`src/rtl/nibble_serial_adder_if.sv`:
```
// Handshake and 4-bit adder-stage bundle for nibble_serial_adder.
// Optional Ovf signal is present only when NIBBLE_SERIAL_ADDER_OVF_EN is defined.
interface nibble_serial_adder_if #(
    parameter int WIDTH = 16
);
    logic             in_valid;
    logic             in_ready;
    logic [WIDTH-1:0] a;
    logic [WIDTH-1:0] b;
    logic             cin;
    logic             out_valid;
    logic             out_ready;
    logic [WIDTH-1:0] sum;
    logic             cout;
`ifdef NIBBLE_SERIAL_ADDER_OVF_EN
    logic             ovf;
`endif
    logic [3:0]       add_a;
    logic [3:0]       add_b;
    logic             add_cin;
    logic [3:0]       add_sum;
    logic             add_cout;

`ifdef NIBBLE_SERIAL_ADDER_OVF_EN
    modport master (
        output in_valid, a, b, cin, out_ready, add_sum, add_cout,
        input  in_ready, out_valid, sum, cout, ovf, add_a, add_b, add_cin
    );
    modport slave (
        input  in_valid, a, b, cin, out_ready, add_sum, add_cout,
        output in_ready, out_valid, sum, cout, ovf, add_a, add_b, add_cin
    );
`else
    modport master (
        output in_valid, a, b, cin, out_ready, add_sum, add_cout,
        input  in_ready, out_valid, sum, cout, add_a, add_b, add_cin
    );
    modport slave (
        input  in_valid, a, b, cin, out_ready, add_sum, add_cout,
        output in_ready, out_valid, sum, cout, add_a, add_b, add_cin
    );
`endif
endinterface

```
`src/rtl/nibble_serial_adder.sv`:
```
// Wide adder that reuses one external 4-bit adder stage, one nibble per cycle.
// Define NIBBLE_SERIAL_ADDER_OVF_EN to add the signed-overflow flag (bus.ovf).
module nibble_serial_adder #(
    parameter int WIDTH = 16
) (
    input  logic                 clk,
    input  logic                 rst_n,
    nibble_serial_adder_if.slave bus
);
    localparam int NIB  = WIDTH / 4;
    localparam int IDXW = (NIB > 1) ? $clog2(NIB) : 1;

    typedef enum logic [1:0] {
        IDLE = 2'd0,
        RUN  = 2'd1,
        DONE = 2'd2
    } state_t;

    state_t            state_r;
    state_t            state_nxt_s;
    logic [WIDTH-1:0]  op_a_r;
    logic [WIDTH-1:0]  op_b_r;
    logic [WIDTH-1:0]  result_r;
    logic [IDXW-1:0]   idx_r;
    logic              carry_r;
    logic              cout_r;
    logic              in_ready_r;
    logic              out_valid_r;
    logic              accept_s;
    logic              last_s;
    logic [3:0]        add_a_s;
    logic [3:0]        add_b_s;
    logic              add_cin_s;

    function automatic logic signed_ovf(input logic a_msb, input logic b_msb, input logic s_msb);
        return (a_msb == b_msb) && (s_msb != a_msb);
    endfunction

    assign accept_s = (state_r == IDLE) && bus.in_valid && in_ready_r;
    assign last_s   = (idx_r == IDXW'(NIB - 1));

    // State register
    always_ff @(posedge clk or negedge rst_n) begin
        if (!rst_n) begin
            state_r <= IDLE;
        end else begin
            state_r <= state_nxt_s;
        end
    end

    // Next-state decode
    always_comb begin
        state_nxt_s = state_r;
        case (state_r)
            IDLE: begin
                if (accept_s) state_nxt_s = RUN;
                else          state_nxt_s = IDLE;
            end
            RUN: begin
                if (last_s) state_nxt_s = DONE;
                else        state_nxt_s = RUN;
            end
            DONE: begin
                if (bus.out_ready) state_nxt_s = IDLE;
                else               state_nxt_s = DONE;
            end
            default: state_nxt_s = IDLE;
        endcase
    end

    // Adder-stage drive comes only from registered operands, never from bus.a/bus.b
    always_comb begin
        add_a_s   = 4'b0000;
        add_b_s   = 4'b0000;
        add_cin_s = 1'b0;
        if (state_r == RUN) begin
            add_a_s   = op_a_r[{idx_r, 2'b00} +: 4];
            add_b_s   = op_b_r[{idx_r, 2'b00} +: 4];
            add_cin_s = carry_r;
        end else begin
            add_a_s   = 4'b0000;
            add_b_s   = 4'b0000;
            add_cin_s = 1'b0;
        end
    end

    // Operand capture, nibble accumulation, carry ripple and handshake flags
    always_ff @(posedge clk or negedge rst_n) begin
        if (!rst_n) begin
            op_a_r      <= {WIDTH{1'b0}};
            op_b_r      <= {WIDTH{1'b0}};
            result_r    <= {WIDTH{1'b0}};
            idx_r       <= {IDXW{1'b0}};
            carry_r     <= 1'b0;
            cout_r      <= 1'b0;
            in_ready_r  <= 1'b1;
            out_valid_r <= 1'b0;
        end else begin
            case (state_r)
                IDLE: begin
                    if (accept_s) begin
                        op_a_r     <= bus.a;
                        op_b_r     <= bus.b;
                        carry_r    <= bus.cin;
                        idx_r      <= {IDXW{1'b0}};
                        in_ready_r <= 1'b0;
                    end
                end
                RUN: begin
                    result_r[{idx_r, 2'b00} +: 4] <= bus.add_sum;
                    carry_r <= bus.add_cout;
                    if (last_s) begin
                        cout_r      <= bus.add_cout;
                        out_valid_r <= 1'b1;
                    end else begin
                        idx_r <= idx_r + IDXW'(1);
                    end
                end
                DONE: begin
                    if (bus.out_ready) begin
                        out_valid_r <= 1'b0;
                        in_ready_r  <= 1'b1;
                    end
                end
                default: begin
                    in_ready_r  <= 1'b1;
                    out_valid_r <= 1'b0;
                end
            endcase
        end
    end

`ifdef NIBBLE_SERIAL_ADDER_OVF_EN
    logic ovf_r;

    // Overflow flag captured as the top nibble lands
    always_ff @(posedge clk or negedge rst_n) begin
        if (!rst_n) begin
            ovf_r <= 1'b0;
        end else if ((state_r == RUN) && last_s) begin
            ovf_r <= signed_ovf(op_a_r[WIDTH-1], op_b_r[WIDTH-1], bus.add_sum[3]);
        end
    end

    assign bus.ovf = ovf_r;
`endif

    assign bus.in_ready  = in_ready_r;
    assign bus.out_valid = out_valid_r;
    assign bus.sum       = result_r;
    assign bus.cout      = cout_r;
    assign bus.add_a     = add_a_s;
    assign bus.add_b     = add_b_s;
    assign bus.add_cin   = add_cin_s;

endmodule

```
`src/flat_wrapper.sv`:
```
// flat-port wrapper written by rule: the top's interface ports become plain ports
module nibble_serial_adder_flat 
#(
    parameter int WIDTH = 16
)
  (clk, rst_n, bus_in_valid, bus_a, bus_b, bus_cin, bus_out_ready, bus_add_sum, bus_add_cout, bus_in_ready, bus_out_valid, bus_sum, bus_cout, bus_add_a, bus_add_b, bus_add_cin);
  nibble_serial_adder_if #(.WIDTH(WIDTH)) bus_i ();
  input  logic clk;
  input  logic rst_n;
  input wire logic [$bits(bus_i.in_valid)-1:0] bus_in_valid;
  input wire logic [$bits(bus_i.a)-1:0] bus_a;
  input wire logic [$bits(bus_i.b)-1:0] bus_b;
  input wire logic [$bits(bus_i.cin)-1:0] bus_cin;
  input wire logic [$bits(bus_i.out_ready)-1:0] bus_out_ready;
  input wire logic [$bits(bus_i.add_sum)-1:0] bus_add_sum;
  input wire logic [$bits(bus_i.add_cout)-1:0] bus_add_cout;
  output wire logic [$bits(bus_i.in_ready)-1:0] bus_in_ready;
  output wire logic [$bits(bus_i.out_valid)-1:0] bus_out_valid;
  output wire logic [$bits(bus_i.sum)-1:0] bus_sum;
  output wire logic [$bits(bus_i.cout)-1:0] bus_cout;
  output wire logic [$bits(bus_i.add_a)-1:0] bus_add_a;
  output wire logic [$bits(bus_i.add_b)-1:0] bus_add_b;
  output wire logic [$bits(bus_i.add_cin)-1:0] bus_add_cin;
  assign bus_i.in_valid = bus_in_valid;
  assign bus_i.a = bus_a;
  assign bus_i.b = bus_b;
  assign bus_i.cin = bus_cin;
  assign bus_i.out_ready = bus_out_ready;
  assign bus_i.add_sum = bus_add_sum;
  assign bus_i.add_cout = bus_add_cout;
  assign bus_in_ready = bus_i.in_ready;
  assign bus_out_valid = bus_i.out_valid;
  assign bus_sum = bus_i.sum;
  assign bus_cout = bus_i.cout;
  assign bus_add_a = bus_i.add_a;
  assign bus_add_b = bus_i.add_b;
  assign bus_add_cin = bus_i.add_cin;
  nibble_serial_adder #(.WIDTH(WIDTH)) u_core (.clk(clk), .rst_n(rst_n), .bus(bus_i));
endmodule
```
`config.mk`:
```
export PLATFORM = sky130hd
export DESIGN_NAME = nibble_serial_adder_flat
export DESIGN_NICKNAME = d
export VERILOG_FILES = /design/src/rtl/nibble_serial_adder_if.sv /design/src/rtl/nibble_serial_adder.sv /design/src/flat_wrapper.sv
export SDC_FILE = /design/constraint.sdc
export NUM_CORES = 1
export LEC_CHECK = 0
export CORE_ASPECT_RATIO = 0.75
export CORE_MARGIN = 5
export CORE_UTILIZATION = 52
export DETAILED_ROUTE_END_ITERATION = 8
export GPL_TIMING_DRIVEN = 1
export HOLD_SLACK_MARGIN = 0.05
export PLACE_DENSITY_LB_ADDON = 0.08
export REMOVE_ABC_BUFFERS = 1
export SYNTH_ARGS = -nofsm -noshare
export SYNTH_HDL_FRONTEND = slang
export SYNTH_SLANG_ARGS = --single-unit
```
`constraint.sdc`:
```
create_clock -name clk -period 4.9 [get_ports clk]
set_input_delay 0.735 -clock clk [delete_from_list [all_inputs] [get_ports clk]]
set_output_delay 0.735 -clock clk [all_outputs]
set_load 0.01 [all_outputs]
```
==> summary.md, run 1 <==
| Metric | Value |
|---|---|
| Status | `finished, final reports clean` |
| Drt drc | `0` |
| Die height | `71.69 microns` |
| CTS root buf | `clkbuf_8` |
| Count of different cell masters after synthesis | `29` |
| Gate power share | `39.7%` |
| Grt ovf | `0` |
| Final worst-path cycle share | `65.28%` |
| P_int | `1.260 mW` |
| Vias | `1636` |
| CP required | `4.16 ns` |
| Clock buffer depth | `2` |
| Area Growth Syn to Fin | `30.30%` |
| Final setup viols | `0` |
| CP Cell Sequence | `mux4_1 > and2_1 > clkdlybuf4s50_1` |
| Vias in the first global route | `1782` |
| Worst hold path type | `in -> async` |
| Yosys top cell by area | `dfrtp_1` |
| Core box area | `4900 sq um` |
| Max_cap viols | `0` |
| Hold Vio Cnt, Final | `0` |
| Synth warnings | `0` |
| DRT Pass-1 Iters | `6` |
| Worst reg2reg endpoint | `u_core.bus.sum[7]` |
| R2R Path Start | `u_core.idx_r[0]` |
| Starting Density | `53.86%` |
| Port bufs | `69` |
| Antenna Diode Count | `0` |
| DPL Wire Length | `3.902 mm` |
| Ports | `70` |
| Post-Syn Area | `2639 sq um` |
| Post-route cell area | `3438 sq um` |
| Vias/cell | `5.472` |
| Sequential share of the synthesized area | `53.15%` |
| DR iter-0 viols | `46` |
| Post-synth ARST share | `100.0%` |
| CTS clk-pin slew, worst paths | `0.09 ns` |
| Slew headroom | `21.96%` |
| Post-CTS Repair Setup Buffers | `0` |
| Critical path's slowest cell | `dfrtp_1` |
| Die area | `6614 sq um` |
| DP Worst Slack | `1.985 ns` |
| Number of flops mapped to enable cells by yosys | `0` |
| Antenna violations before repair | `0` |
| Routability Congestion | `0.8099` |
| H-tree depth | `2` |
| Crit path launch type | `register` |
| Clock tree sinks | `56` |
| First-pass GRT wire length | `8.832 mm` |
| PwrDens | `518.5 nW/um^2` |
| Nets | `287` |
| RSZ-0062 raised after global routing | `false` |
| VDD IR-drop max | `0.2825 mV` |
| Post-CTS Resized | `0` |
| Sequential Area | `1403 sq um` |
| # hold bufs at CTS | `0` |
| Post-place instance area | `3339 sq um` |
| Commonest non-fill, non-tap cell in the layout | `clkdlybuf4s50_1` |
| Tmin final | `3.199 ns` |
| Leak Pwr | `1.499 nW` |
| Max Freq | `312.6 MHz` |
| CTS Buf Count | `5` |
| Switching portion of total power | `29.30%` |
| Detailed Route WL | `5.366 mm` |
| Area contributors post-synth | `dfrtp_1 (52%), mux2_4 (17%), a22o_1 (5.3%), mux4_2 (5.1%), ha_1 (2.8%)` |
| Critical path arrival | `2.46 ns` |
| Fin Setup TNS | `0 ns` |
| Share of cells above drive strength 1 | `22.18%` |
| Number of fill cells | `345` |
| Multi-input gate area | `1161 sq um` |
| Final worst slack | `1.701 ns` |
| Post-Syn Area per Cell | `15.52 sq um` |
| Skew-Pair Late Insertion Delay | `0.30 ns` |
| Post-DRT Antenna Nets | `0` |
| Reg2Reg Depth | `5` |
| CP max FO | `16` |
| Sw power | `0.5223 mW` |
| Largest stage delay, worst path | `0.86 ns` |
| Crit end category | `output port` |
| Syn Inst Count | `170` |
| Post-synth top area share | `52.16%` |
| CP Class | `reg -> out` |
| Fin. max-slew vios | `0` |
| Top_reg_cell synth | `dfrtp_1` |
| Sequential power share | `45.6%` |
| Die X | `92.26 microns` |
| R2r setup slk | `2.36 ns` |
| Commonest cells after routing, fill and taps aside | `clkdlybuf4s50_1 (68), dfrtp_1 (55), mux2_4 (29), a22o_1 (16), and2_1 (9)` |
| TritonCTS clock tree | `done` |
| Max Clock Skew | `0.01033 ns` |
| Avg WL per Cell | `17.95 microns` |
| Flops & latches, synth | `56` |
| Worst-margin pin slew | `1.171 ns` |
| Largest net degree at the start of global routing | `57` |
| GRT Total Usage | `16.93%` |
| Row cnt | `22` |
| Power share of the clock group | `14.6%` |
## stage by stage
stage / utilization, % / power [mW] / hold WS, ns / std cells
5_1_grt: 70.17 / 1.888 / 0.5219 / 299
3_5_place_dp: 68.16 / 1.531 / 0.4947 / 292
6_report: 70.17 / 1.783 / 0.4646 / 299
2_1_floorplan: - / 1.249 / 0.4394 / 163
3_3_place_gp: 68.16 / 1.497 / 0.4838 / 292
4_1_cts: 70.12 / 1.796 / 0.5157 / 299
## final cells by class
class | instances | share of cell area, %
multi-input combinational | 103 | 33.77
timing repair buffer | 69 | 20.01
inverter | 4 | 0.4367
sequential | 56 | 40.79
clock buffer | 7 | 2.802
tap | 60 | 2.183
## worst max-delay path by stage
stage	from	end	cells past startpoint
floorplan	bus_in_valid	u_core.op_a_r[1]	2
CTS	u_core.idx_r[0]	bus_add_b[3]	3
detailed placement	u_core.idx_r[0]	bus_add_b[3]	3
finish	u_core.idx_r[0]	bus_add_b[3]	3
global placement	u_core.idx_r[0]	bus_add_a[3]	3
global route	u_core.idx_r[0]	bus_add_b[3]	3
## power by group through the flow
| stage | Combinational, mW | Clock [mW] | Sequential [mW] |
|---|---|---|---|
| after CTS | 0.714 | 0.267 | 0.814 |
| after floorplan | 0.452 | 0 | 0.798 |
| final | 0.709 | 0.261 | 0.813 |
| after detailed placement | 0.708 | 0 | 0.824 |
| after global routing | 0.759 | 0.288 | 0.841 |
| after global placement | 0.691 | 0 | 0.806 |
## flip-flops by register name, summed over array words and instances (netlist names)
signal,cells
u_core.bus.cout,1
u_core.bus.in_ready,1
u_core.bus.out_valid,1
u_core.bus.sum,16
u_core.carry_r,1
u_core.idx_r,2
u_core.op_a_r,16
u_core.op_b_r,16
u_core.state_r,2
## logic make-up after synthesis
group           synth area share, %
compound gates                6.923
fa+ha+maj                     2.845
buf+inv                       2.845
flops                         53.15
mux                           26.08
simple gates                  8.156
## Yosys cell counts (all sizes together) (2+ instances only)
| cell type | n |
|---|---|
| and2 | 9 |
| nor4 | 2 |
| mux2i | 2 |
| nand2 | 7 |
| a21oi | 2 |
| inv | 4 |
| nand3b | 3 |
| o21ai | 2 |
| mux2 | 33 |
| nand2b | 2 |
| clkbuf | 2 |
| a22o | 16 |
| nor2 | 3 |
| buf | 5 |
| nor4b | 2 |
| dfrtp | 55 |
| ha | 6 |
| mux4 | 8 |
## worst max-delay path, delay by kind of cell, from the launching register on
kind / cells / cell delay [ns]
buffers and inverters: 1 / 0.48
and+or+nand+nor: 1 / 0.18
muxes: 1 / 0.65
DFF: 1 / 0.86
## routing by layer
layer,part of all wire (%),track usage [%]
met1,47,23.18
met5,0,0
met2,47,26.94
met4,0.67,3.624
met3,5.3,5.247
Note: power is estimated with default switching activity, not from simulation.
==> run 2: changes to the inputs <==
--- a/config.mk
+++ b/config.mk
@@ -7,7 +7,7 @@
 export LEC_CHECK = 0
 export CORE_ASPECT_RATIO = 0.75
 export CORE_MARGIN = 5
-export CORE_UTILIZATION = 52
+export CORE_UTILIZATION = 48
 export DETAILED_ROUTE_END_ITERATION = 8
 export GPL_TIMING_DRIVEN = 1
 export HOLD_SLACK_MARGIN = 0.05
==> constraint.sdc (replaced) <==
create_clock -name clk -period 3.2 [get_ports clk]
set_input_delay 0.48 -clock clk [delete_from_list [all_inputs] [get_ports clk]]
set_output_delay 0.48 -clock clk [all_outputs]
set_load 0.01 [all_outputs]
==> run 2 against run 1 <==
Flip-flop and latch count unchanged. Count of clock-buffer cells in the layout fell by 1. Non-clock buffer count increased by 4. Combinational power rose by 64%. Via count is 1.2% higher. Register-to-register slack got worse by 1.4 ns. Critical endpoint is now bus_add_a[3]. Largest cell class unchanged. Largest power group unchanged.
==> summary.md, run 2 (synthesized netlist as in run 1, its figures left out) <==
| Metric | Value |
|---|---|
| CTS Buf Count | `5` |
| Share of cells above drive strength 1 | `23.05%` |
| Core box area | `5324 sq um` |
| DRT Pass-1 Iters | `4` |
| Fin Setup TNS | `0 ns` |
| Switching portion of total power | `30.11%` |
| Tmin final | `2.596 ns` |
| H-tree depth | `2` |
| DPL Wire Length | `4.202 mm` |
| # hold bufs at CTS | `0` |
| Die area | `7096 sq um` |
| Crit end category | `output port` |
| Antenna violations before repair | `0` |
| CP max FO | `11` |
| CP Class | `reg -> out` |
| Grt ovf | `0` |
| DR iter-0 viols | `86` |
| Area Growth Syn to Fin | `31.34%` |
| Clock buffer depth | `2` |
| Nets | `291` |
| GRT Total Usage | `17.36%` |
| Critical path's slowest cell | `mux4_1` |
| Gate power share | `42.5%` |
| Die height | `74.21 microns` |
| Vias in the first global route | `1854` |
| TritonCTS clock tree | `done` |
| Skew-Pair Late Insertion Delay | `0.30 ns` |
| Largest stage delay, worst path | `0.58 ns` |
| Post-CTS Repair Setup Buffers | `0` |
| Routability Congestion | `0.7955` |
| Vias | `1655` |
| Port bufs | `69` |
| Final worst-path cycle share | `81.14%` |
| Max_cap viols | `0` |
| Max Clock Skew | `0.006805 ns` |
| Antenna Diode Count | `0` |
| Avg WL per Cell | `17.72 microns` |
| Largest net degree at the start of global routing | `46` |
| First-pass GRT wire length | `9.315 mm` |
| Post-CTS Resized | `0` |
| RSZ-0062 raised after global routing | `false` |
| Vias/cell | `5.204` |
| Reg2Reg Depth | `5` |
| Ports | `70` |
| Fin. max-slew vios | `0` |
| DP Worst Slack | `0.9421 ns` |
| VDD IR-drop max | `0.3290 mV` |
| Worst hold path type | `in -> async` |
| Drt drc | `0` |
| Worst-margin pin slew | `0.9849 ns` |
| CP Cell Sequence | `buf_4 > mux4_1 > and2_1 > clkdlybuf4s50_1` |
| Hold Vio Cnt, Final | `0` |
| Post-DRT Antenna Nets | `0` |
| Status | `finished, final reports clean` |
| Sw power | `0.8205 mW` |
| Sequential power share | `44.3%` |
| Final worst slack | `0.6036 ns` |
| Starting Density | `49.57%` |
| Power share of the clock group | `13.2%` |
| Commonest non-fill, non-tap cell in the layout | `clkdlybuf4s50_1` |
| P_int | `1.904 mW` |
| Detailed Route WL | `5.634 mm` |
| Clock tree sinks | `56` |
| PwrDens | `786.2 nW/um^2` |
| Commonest cells after routing, fill and taps aside | `clkdlybuf4s50_1 (68), dfrtp_1 (55), mux2_4 (29), a22o_1 (16), and2_1 (9)` |
| Max Freq | `385.1 MHz` |
| Final setup viols | `0` |
| Die X | `95.62 microns` |
| Slew headroom | `34.34%` |
| CTS root buf | `clkbuf_8` |
| Leak Pwr | `1.508 nW` |
| Row cnt | `23` |
| CP required | `2.72 ns` |
| CTS clk-pin slew, worst paths | `0.10 ns` |
| Critical path arrival | `2.12 ns` |
| Crit path launch type | `register` |
[run 2: final timing paths]
kind / end / slack (ns) / start
worst max-delay path: bus_add_a[3] / 0.60 / u_core.idx_r[0]
worst min-delay path: u_core.op_b_r[3] / 0.33 / rst_n
worst max register to register: u_core.bus.sum[6] / 0.97 / u_core.idx_r[1]
worst min register to register: u_core.op_b_r[10] / 0.51 / u_core.op_b_r[10]
max in group asynchronous: u_core.bus.sum[3] / 2.13 / rst_n
min in group clk: u_core.op_b_r[10] / 0.51 / u_core.op_b_r[10]
[run 2: final cells by class]
| cell class | instances | area, sq um |
|---|---|---|
| Inverter | 4 | 15.01 |
| Tap cell | 75 | 93.84 |
| Fill cell | 385 | 1858 |
| Timing Repair Buffer | 73 | 715.7 |
| Clock inverter | 1 | 5.005 |
| Clock buffer | 6 | 72.57 |
| Sequential cell | 56 | 1403 |
| Multi-Input combinational cell | 103 | 1161 |
[run 2: through the flow]
stage                     utilization (%)  instance area (sq um)  hold WS [ns]  cells  total power, mW
final                               65.10                   3466        0.3279    318            2.725
after global routing                65.10                   3466        0.4186    318            2.903
after CTS                           65.10                   3466        0.3725    318            2.756
after detailed placement            63.64                   3388        0.4909    311            2.385
after global placement              63.64                   3388        0.4869    311            2.320
after floorplan                         -                   2579        0.1844    163            1.913
[run 2: power by group through the flow]
stage | clock, mW | sequential, mW | combinational, mW
after floorplan | 0 | 1.22 | 0.691
after global placement | 0 | 1.19 | 1.13
after detailed placement | 0 | 1.22 | 1.17
after CTS | 0.371 | 1.21 | 1.18
after global routing | 0.395 | 1.25 | 1.26
final | 0.360 | 1.21 | 1.16
[run 2: critical path, delay by kind of cell, from the launching register on]
family,cells,cell delay [ns]
buf+inv,2,0.69
mux,1,0.58
simple gates,1,0.18
flops,1,0.36
[run 2: layer usage]
layer,vias to the layer above,part of all wire (%),GRT usage (%)
met2,42,49,27.97
met1,839,45,23.63
met4,0,1.0,4.732
li1,767,-,-
met3,7,4.9,4.449
met5,-,0,0
